File: src/rtl/ps2_kbd_pkg.sv
// Shared types and display constants for the PS/2 keyboard display.
// Optional HISTORY_EN shows the three previous bytes on digits 7:2.
package ps2_kbd_pkg;

    typedef enum logic [1:0] {
        IDLE,
        SHIFT,
        CHECK
    } rx_state_e;

    localparam logic [6:0] SEG_BLANK = 7'h7F;

    // Active-low glyphs, bit 0 = CA ... bit 6 = CG; entry n shows hex n.
    localparam logic [15:0][6:0] HEX_SEG = {
        7'h0E, 7'h06, 7'h21, 7'h46,
        7'h03, 7'h08, 7'h10, 7'h00,
        7'h78, 7'h02, 7'h12, 7'h19,
        7'h30, 7'h24, 7'h79, 7'h40
    };

endpackage

File: src/rtl/seg8_scan.sv
// Eight-digit multiplexed seven-segment scanner with hex decode.
// Divider tick advances the digit slot; an/seg are registered together.
module seg8_scan
    import ps2_kbd_pkg::*;
#(
    parameter int REFRESH_DIV = 100000
) (
    input  logic            clk,
    input  logic            reset,
    input  logic [7:0][3:0] nib_i,
    input  logic [7:0]      blank_i,
    output logic [7:0]      an_o,
    output logic [6:0]      seg_o
);

    localparam int DW = (REFRESH_DIV > 1) ? $clog2(REFRESH_DIV) : 1;
    localparam logic [DW-1:0] DLAST = DW'(REFRESH_DIV - 1);

    logic [DW-1:0] div_q, div_d;
    logic [2:0]    idx_q, idx_d;
    logic [7:0]    an_q, an_d;
    logic [6:0]    seg_q, seg_d;
    logic          tick;

    assign tick = (div_q == DLAST);

    always_comb begin
        div_d = tick ? '0 : div_q + 1'b1;
        idx_d = tick ? idx_q + 3'd1 : idx_q;
        an_d  = ~(8'b1 << idx_d);
        seg_d = HEX_SEG[nib_i[idx_d]];
        if (blank_i[idx_d]) begin
            an_d  = 8'hFF;
            seg_d = SEG_BLANK;
        end
    end

    always_ff @(posedge clk or posedge reset) begin
        if (reset) begin
            div_q <= '0;
            idx_q <= '0;
            an_q  <= 8'hFE;
            seg_q <= HEX_SEG[0];
        end else begin
            div_q <= div_d;
            idx_q <= idx_d;
            an_q  <= an_d;
            seg_q <= seg_d;
        end
    end

    assign an_o  = an_q;
    assign seg_o = seg_q;

endmodule

File: src/rtl/ps2_keyboard_display.sv
// PS/2 scan-code receiver showing the latest byte in hex on 8 digits.
// Define HISTORY_EN to display the three previous bytes on digits 7:2.
module ps2_keyboard_display
    import ps2_kbd_pkg::*;
#(
    parameter int FILTER_LEN  = 8,
    parameter int TIMEOUT     = 200000,
    parameter int REFRESH_DIV = 100000
) (
    input  logic       clk,
    input  logic       reset,
    input  logic       ps2_clk,
    input  logic       ps2_data,
    input  logic       inhibit,
    output logic [7:0] data,
    output logic       valid,
    output logic       parity_err,
    output logic       busy,
    output logic [7:0] an,
    output logic [6:0] seg
);

    localparam int FW = $clog2(FILTER_LEN + 1);
    localparam int TW = $clog2(TIMEOUT + 1);
    localparam logic [FW-1:0] FLAST = FW'(FILTER_LEN - 1);
    localparam logic [TW-1:0] TLAST = TW'(TIMEOUT - 1);

    logic [1:0]    clk_sync_q, dat_sync_q;
    logic          sclk, sdat;
    logic          filt_q, filt_d, filt_prev_q;
    logic [FW-1:0] fcnt_q, fcnt_d;
    logic          fall;

    always_ff @(posedge clk or posedge reset) begin
        if (reset) begin
            clk_sync_q <= 2'b11;
            dat_sync_q <= 2'b11;
        end else begin
            clk_sync_q <= {clk_sync_q[0], ps2_clk};
            dat_sync_q <= {dat_sync_q[0], ps2_data};
        end
    end

    assign sclk = clk_sync_q[1];
    assign sdat = dat_sync_q[1];

    // Any sample matching the current level restarts the run count.
    always_comb begin
        filt_d = filt_q;
        fcnt_d = '0;
        if (sclk != filt_q) begin
            if (fcnt_q == FLAST) begin
                filt_d = sclk;
            end else begin
                fcnt_d = fcnt_q + 1'b1;
            end
        end
    end

    always_ff @(posedge clk or posedge reset) begin
        if (reset) begin
            filt_q      <= 1'b1;
            filt_prev_q <= 1'b1;
            fcnt_q      <= '0;
        end else begin
            filt_q      <= filt_d;
            filt_prev_q <= filt_q;
            fcnt_q      <= fcnt_d;
        end
    end

    assign fall = filt_prev_q & ~filt_q;

    rx_state_e     state_q;
    logic [3:0]    bitcnt_q;
    logic [8:0]    sh_q;
    logic [TW-1:0] timer_q;
    logic [7:0]    data_q;
    logic          valid_q, perr_q, busy_q;
    logic          last_bit, accept;

    assign last_bit = !inhibit && state_q == SHIFT
                      && fall && bitcnt_q == 4'd9;
    assign accept   = last_bit && sdat && (^sh_q);

    // The stop-bit edge judges the frame; CHECK is the one-cycle exit.
    always_ff @(posedge clk or posedge reset) begin
        if (reset) begin
            state_q  <= IDLE;
            bitcnt_q <= '0;
            sh_q     <= '0;
            timer_q  <= '0;
            data_q   <= '0;
            valid_q  <= 1'b0;
            perr_q   <= 1'b0;
            busy_q   <= 1'b0;
        end else begin
            valid_q <= 1'b0;
            perr_q  <= 1'b0;
            if (inhibit) begin
                state_q <= IDLE;
                busy_q  <= 1'b0;
                timer_q <= '0;
            end else begin
                unique case (state_q)
                    IDLE: begin
                        if (fall && !sdat) begin
                            state_q  <= SHIFT;
                            bitcnt_q <= '0;
                            timer_q  <= '0;
                            busy_q   <= 1'b1;
                        end
                    end
                    SHIFT: begin
                        if (fall) begin
                            timer_q  <= '0;
                            bitcnt_q <= bitcnt_q + 4'd1;
                            if (last_bit) begin
                                state_q <= CHECK;
                                busy_q  <= 1'b0;
                                valid_q <= accept;
                                perr_q  <= !accept;
                                if (accept) data_q <= sh_q[7:0];
                            end else begin
                                sh_q <= {sdat, sh_q[8:1]};
                            end
                        end else if (timer_q == TLAST) begin
                            state_q <= IDLE;
                            busy_q  <= 1'b0;
                            timer_q <= '0;
                        end else begin
                            timer_q <= timer_q + 1'b1;
                        end
                    end
                    CHECK: state_q <= IDLE;
                    default: state_q <= IDLE;
                endcase
            end
        end
    end

    assign data       = data_q;
    assign valid      = valid_q;
    assign parity_err = perr_q;
    assign busy       = busy_q;

    logic [7:0][3:0] nib;
    logic [7:0]      blank;

`ifdef HISTORY_EN
    logic [2:0][7:0] hist_q;

    always_ff @(posedge clk or posedge reset) begin
        if (reset) begin
            hist_q <= '0;
        end else if (accept) begin
            hist_q <= {hist_q[1:0], data_q};
        end
    end

    assign nib   = {hist_q, data_q};
    assign blank = 8'h00;
`else
    assign nib   = {24'h0, data_q};
    assign blank = 8'hFC;
`endif

    seg8_scan #(
        .REFRESH_DIV(REFRESH_DIV)
    ) u_scan (
        .clk    (clk),
        .reset  (reset),
        .nib_i  (nib),
        .blank_i(blank),
        .an_o   (an),
        .seg_o  (seg)
    );

endmodule

File: config.mk
export PLATFORM = sky130hd
export DESIGN_NAME = ps2_keyboard_display
export DESIGN_NICKNAME = d
export VERILOG_FILES = /design/src/rtl/ps2_kbd_pkg.sv /design/src/rtl/seg8_scan.sv /design/src/rtl/ps2_keyboard_display.sv
export SDC_FILE = /design/constraint.sdc
export NUM_CORES = 1
export LEC_CHECK = 0
export ABC_CLOCK_PERIOD_IN_PS = 9200
export CORE_UTILIZATION = 35
export CTS_CLUSTER_SIZE = 14
export DETAILED_ROUTE_END_ITERATION = 8
export HOLD_SLACK_MARGIN = 0.06
export PLACE_DENSITY = 0.52
export SLEW_MARGIN = 20
export SYNTH_ARGS = -nofsm -noshare
export SYNTH_HDL_FRONTEND = slang
export SYNTH_SLANG_ARGS = --single-unit
export TNS_END_PERCENT = 100
File: constraint.sdc
create_clock -name clk -period 9.2 [get_ports clk]
set_clock_uncertainty 0.2 [all_clocks]
set_input_delay 1.38 -clock clk [delete_from_list [all_inputs] [get_ports clk]]
set_output_delay 1.38 -clock clk [all_outputs]
set_load 0.01 [all_outputs]
* Word level (Yosys, flattened, before mapping) *
Memories as Yosys holds them, arrays and structs flattened.
Cells that the tools add are included.

word-level totals
  flip-flop bits (word level) = 89
  bits in latches = 0
  RAM bits = 0
  memory bits (read-only) = 120
  memories kept = 2

operators by class
  $add $sub $neg = 5
  multipliers = 0
  divide/modulo/power cells = 0
  magnitude comparators = 2
  equality and inequality tests = 11
  shifts and indexed selects = 1
  mux-type cells = 38
  bitwise operators = 5
  reduce and logical (&&, ||, !) cells = 20

memories
  memory            words  width  rd ports  clocked after Yosys merged registers in  wr ports  RTL line         text
  (name not given)  16     7      1         0                                        0         seg8_scan.sv:31  seg_d = HEX_SEG[nib_i[idx_d]];
  (name not given)  8      1      1         0                                        0         seg8_scan.sv:32  if (blank_i[idx_d]) begin

operator list
  kind                                                        count
  2-to-1 mux 18 bit                                           4
  one-hot mux 18 bit (2 select lines)                         1
  2-to-1 mux 4 bit                                            5
  adder 18 x 1 -> 18 bit, second input constant               1
  equality test 18 bit, second input constant                 1
  adder 17 x 1 -> 17 bit, second input constant               1
  equality test 17 bit, second input constant                 1
  2-to-1 mux 17 bit                                           1
  2-to-1 mux 1 bit                                            14
  2-to-1 mux 7 bit                                            2
  binary-select mux 4 bit (select 3 bit)                      1
  AND reduction 4 bit                                         3
  2-to-1 mux 2 bit                                            5
  parity 9 bit                                                1
  adder 4 x 1 -> 4 bit, second input constant                 2
  2-to-1 mux 8 bit                                            1
  inverter 8 bit                                              1
  one-hot mux 4 bit (2 select lines)                          1
  left shift 1 x 3 -> 8 bit, first input constant             1
  logical AND 1 bit                                           6
  less-than comparator 4 x 5 -> 1 bit, second input constant  1
  AND reduction 5 bit                                         1
  equality test 4 x 3 -> 1 bit, second input constant         1
  equality test 4 bit, second input constant                  1
  19 further kinds                                            25

* Logic depth before layout (Yosys ltp) *
  depth in word-level cells = 11
  mapped depth = 11
  mapped depth without buffers = 10

* Cells and area by module *
A second synthesis with hierarchy kept.

second synthesis, totals
  cells, all modules = 458
  area, all modules = 4858.4 um2

by module, submodules not included
  module                times used  cells an instance  area an instance (um2)  sequential area each (um2)
  ps2_keyboard_display  1           240                2552.4                  1358.8
  seg8_scan             1           218                2306.0                  885.8

* Least setup slack after synthesis *
Ideal clock, no wire load.

  kind = input-to-reg
  start = in inhibit
  end = reg data_q[0] (netlist: data[0])
  data arrival time = 2828 ps
  slack = 6047 ps
  stages on the path = 6
  buffers on the path = 1
  cell sequence = nor3_1 > nand2_1 > nor2_1 > and3_1 > clkbuf_1 > mux2_2

between the ends
  longest elaborated chain between the ends = 7

RTL lines
  what                               RTL line                     text
  from (decl)                        ps2_keyboard_display.sv:14   input logic inhibit,
  logical NOT 1 bit                  ps2_keyboard_display.sv:82   assign last_bit = !inhibit && state_q == SHIFT
  logical AND 1 bit                  ps2_keyboard_display.sv:82
  logical AND 1 bit (2 in series)    ps2_keyboard_display.sv:83   && fall && bitcnt_q == 4'd9;
  logical AND 1 bit (2 in series)    ps2_keyboard_display.sv:84   assign accept = last_bit && sdat && (^sh_q);
  AND reduction 5 bit (no line) (*)  --
  to (signal assigned)               ps2_keyboard_display.sv:123  if (accept) data_q <= sh_q[7:0];
  to (decl)                          ps2_keyboard_display.sv:78   logic [7:0] data_q;

Mark *: on every way between the ends. The rest lies on a longest branch, timed or not.
A chain may end at the register's enable or synchronous reset.

* Final worst setup path *
  start = in inhibit
  end = reg data_q[1] (netlist: data[1])

Same word-level chain as after synthesis.

==> flow_summary_export.csv <==
group,metric,value,unit
outcome,outcome,"finished, violations left",
outcome,violations,"design-rule violations",
logic_synthesis,syn_inst,388,
timing,worst_slew_pin_slew,893,ps
setup_path,worstPathCellList,"clkdlybuf4s50_1 > nor3_1 > nand2_1 > nor2_1 > and3_1 > mux2_2",
setup_path,r2r-end,"u_scan.seg_o[1]",
setup_path,slowest_stage,"nor3_1",
floorplan,die_w,112,um
setup_path,critPathLaunchType,"input port",
clock_tree,postCtsSetupBuffers,0,
pwr,cellLeakagePower,2.24,nW
timing,timing.final.crit_period,3460,ps
placed_design,dpl.cell_count,559,
timing,fmax,289,MHz
pwr,seqPwrFrac,48.4,%
clock_tree,worst_skew_pair.late_latency,330,ps
clock_tree,htree_levels,3,
pwr,peakVddDrop,0.000135,V
pwr,sw_frac_of_total,22.7,%
timing,tns,0,ps
clock_tree,cts_buffer_depth,2,
floorplan,rows,39,
timing,fin_crit_sh,37.6,%
setup_path,worstPathArrival,3480,ps
finish,diodes,0,
clock_tree,cts_tree,"yes",
logic_synthesis,async_flop_share,100,%
timing,rsz0062_at_grt,"false",
logic_synthesis,avgSynthCellArea,10.9,sq um
hold_path,hold_path.class,"register to register",
hold_path,min_from,"clk_sync_q[0]",
run,cap_violations,0,
timing,relSlewSlack,40.2,%
floorplan,io_pins,31,
clock_tree,hold_buffers,0,
timing,hold_slack,157,ps
logic_synthesis,synth_compound_area_share,8.26,%
setup_path,reg2reg_slack,5860,ps
clock_tree,cts.sinks,89,
logic_synthesis,synth_cell_types,61,
setup_path,cp_max_fo,10,
clock_tree,cts_buffers,9,
finish,instances_no_fill,575,
global_routing,grt.met3_usage,3.32,%
setup_path,worstReg2RegStart,"u_scan.div_q[11]",
setup_path,path_class,"input port to register",
floorplan,dieArea,12500,sq um
setup_path,path_buf_inv,1,
drt,dr.first_iter.drc_count,115,
logic_synthesis,synth-xor-area-share,6.84,%
logic_synthesis,ys_seq_area_share,53.1,%
drt,avgViaCountPerCell,5.09,
logic_synthesis,yosys_most_used_dff,"dfrtp_1",
drt,vias,2927,
global_routing,grt_max_degree,55,
floorplan,die_height,112,um
finish,area_growth,18.9,%
placed_design,gp_congestion,0.730,
logic_synthesis,ys_seq_elements,89,
global_routing,gr-usage-met1,19.3,%
logic_synthesis,synthAdderAreaFrac,3.55,%
finish,drive_above_1_share,14.1,%
drt,ant_nets,0,
hold_path,holdPathStages,0,
setup_path,cp_top_family,"simple AND/OR/NAND/NOR gates",
pwr,pwr-share-clk,44.3,%
global_routing,grt_overflow_total,0,
global_routing,grtUsageTotal,13.8,%
setup_path,reg2reg_depth,8,
hold_path,hold_end,"clk_sync_q[1]",
timing,setup_viol,0,
logic_synthesis,synthMuxAreaShare,7.31,%
placed_design,hpwl,5580,um
timing,finalHoldViolCount,0,
logic_synthesis,synth_edf_count,0,
setup_path,slowest_delay,490,ps
logic_synthesis,yosysWarnings,0,
logic_synthesis,synthesis.area,4230,sq um
clock_tree,clkSlewWorstSetupHoldPaths,60,ps
global_routing,grt_pass1_vias,2734,
global_routing,antenna_found_initial,0,
drt,drc,3,
finish,nets,444,
global_routing,grt_use_met2,21.0,%
global_routing,globalRoute.busiestLayer,"met2",
logic_synthesis,synth_top_family_by_area,"simple AND/OR/NAND/NOR gates",
setup_path,cp.required,9210,ps
global_routing,grt_pass1_wl,13700,um
setup_path,crit_path_end_kind,"register",
drt,drt-wirelength-per-cell,14.0,um
drt,dr.pass1.iters,6,
clock_tree,cts-root-buf,"clkbuf_16",
logic_synthesis,synth-simple-area-share,19.1,%
clock_tree,ctsResizeCount,0,
pwr,combPwrFrac,7.3,%
pwr,power_density,176,nW/um^2
timing,maxSlewViolCount,0,
pwr,p_int,0.682,mW
floorplan,initial_core_util,36.4,%
drt,wl,8060,um
pwr,p_sw,0.201,mW
placed_design,portBuffers,30,
floorplan,core-area,11600,sq um
==> sequential cells by signal, indices dropped and copies added, names as in the netlist, 3 cells and up <==
register	cells
u_scan.an_o	8
sh_q	9
u_scan.seg_o	7
u_scan.div_q	17
bitcnt_q	4
fcnt_q	4
u_scan.idx_q	3
timer_q	18
data	8
==> final cells by class <==
type / instances / area, sq um
fill: 1118 / 6590
sequential: 89 / 2240
multi-input combinational: 284 / 1930
timing repair buffer: 32 / 315
clock buffer: 11 / 243
tap: 143 / 179
clock inverter: 5 / 78.8
inverter: 11 / 42.5
==> Yosys cell counts (12+ instances only) <==
master   count  share of area, %
nor2_1      31               2.8
dfrtp_1     75                44
dfstp_2     14               8.7
nand2_1     32               2.8
xor2_1      18               3.7
a21oi_1     17               2.0
xnor2_1     15               3.1
ha_1        12               3.6
nand3_1     14               1.7
mux2_2      18               4.8
o21ai_0     20               2.4
and3_1      13               1.9
==> worst max path at each step <==
stage / startpoint / endpoint / slack [ps] / cells past startpoint
final: inhibit / data[1] / 5740 / 6
after global routing: inhibit / data[1] / 5540 / 6
after CTS: inhibit / data[1] / 5750 / 6
after detailed placement: inhibit / data[2] / 5360 / 6
after global placement: inhibit / data[3] / 5440 / 6
after floorplan: reset / bitcnt_q[0] / 5340 / 1
==> cell families (layout without fill, tap and decap cells) <==
kind of cell,after synthesis,count (layout)
simple gates,147,147
flops,89,89
compound gates,58,58
xor+xnor,33,33
mux,28,28
buf+inv,20,59
fa+ha+maj,12,12
other cells,1,6
==> stage by stage <==
step	total power [mW]	util [%]	instance area, sq um	setup slack [ps]
after CTS	0.897	43.3	5030	5750
final	0.883	43.3	5030	5740
after floorplan	0.478	-	4250	5340
after global routing	0.924	43.3	5030	5540
after detailed placement	0.500	40.5	4710	5360
after global placement	0.499	40.5	4710	5440
==> layout by cell type (no fill, tap or decap), types with 2 or more instances in the layout <==
cell and n:
clkbuf_16 9, o211ai_1 2, or4_1 2, and2_1 2, conb_1 6, a31oi_1 2
mux2i_1 8, and3_1 13, dfrtp_1 75, clkdlybuf4s50_1 30, nand4_1 10, buf_4 2
nand3_1 14, nand2_1 32, inv_1 10, nor3_1 9, mux2_2 18, or3_1 5
nor2_1 31, bufinv_16 2, clkinv_2 3, a21oi_1 17, o221ai_1 2, xor2_1 18
xnor2_1 15, o21ai_1 2, nand2b_1 8, dfstp_2 14, o21ai_0 20, ha_1 12
nand4b_1 2, a22o_1 2
==> per-layer routing <==
| layer | wire, um | share of wire, % | vias up |
|---|---|---|---|
| met5 | 0 | 0 | - |
| met4 | 92 | 1.1 | 0 |
| met3 | 239 | 3.0 | 8 |
| met2 | 3680 | 46 | 47 |
| met1 | 4060 | 50 | 1418 |
| li1 | - | - | 1454 |
==> power groups by stage <==
stage,registers (mW),logic [mW],clock network (mW)
after global routing,0.430,0.0753,0.418
after detailed placement,0.434,0.0652,0
final,0.427,0.0644,0.391
after CTS,0.427,0.0657,0.404
after floorplan,0.432,0.0459,0
after global placement,0.434,0.0655,0
==> worst register-to-register path, cell delays in order (launching register included) <==
cell and delay [ps]:
dfrtp_1 410, or4_4 570, nor4_4 400, mux2_4 400, o21ai_1 300, inv_1 180, ha_1 340, nor4_1 290
a221o_1 190
Power figures use the tool's default switching activity.
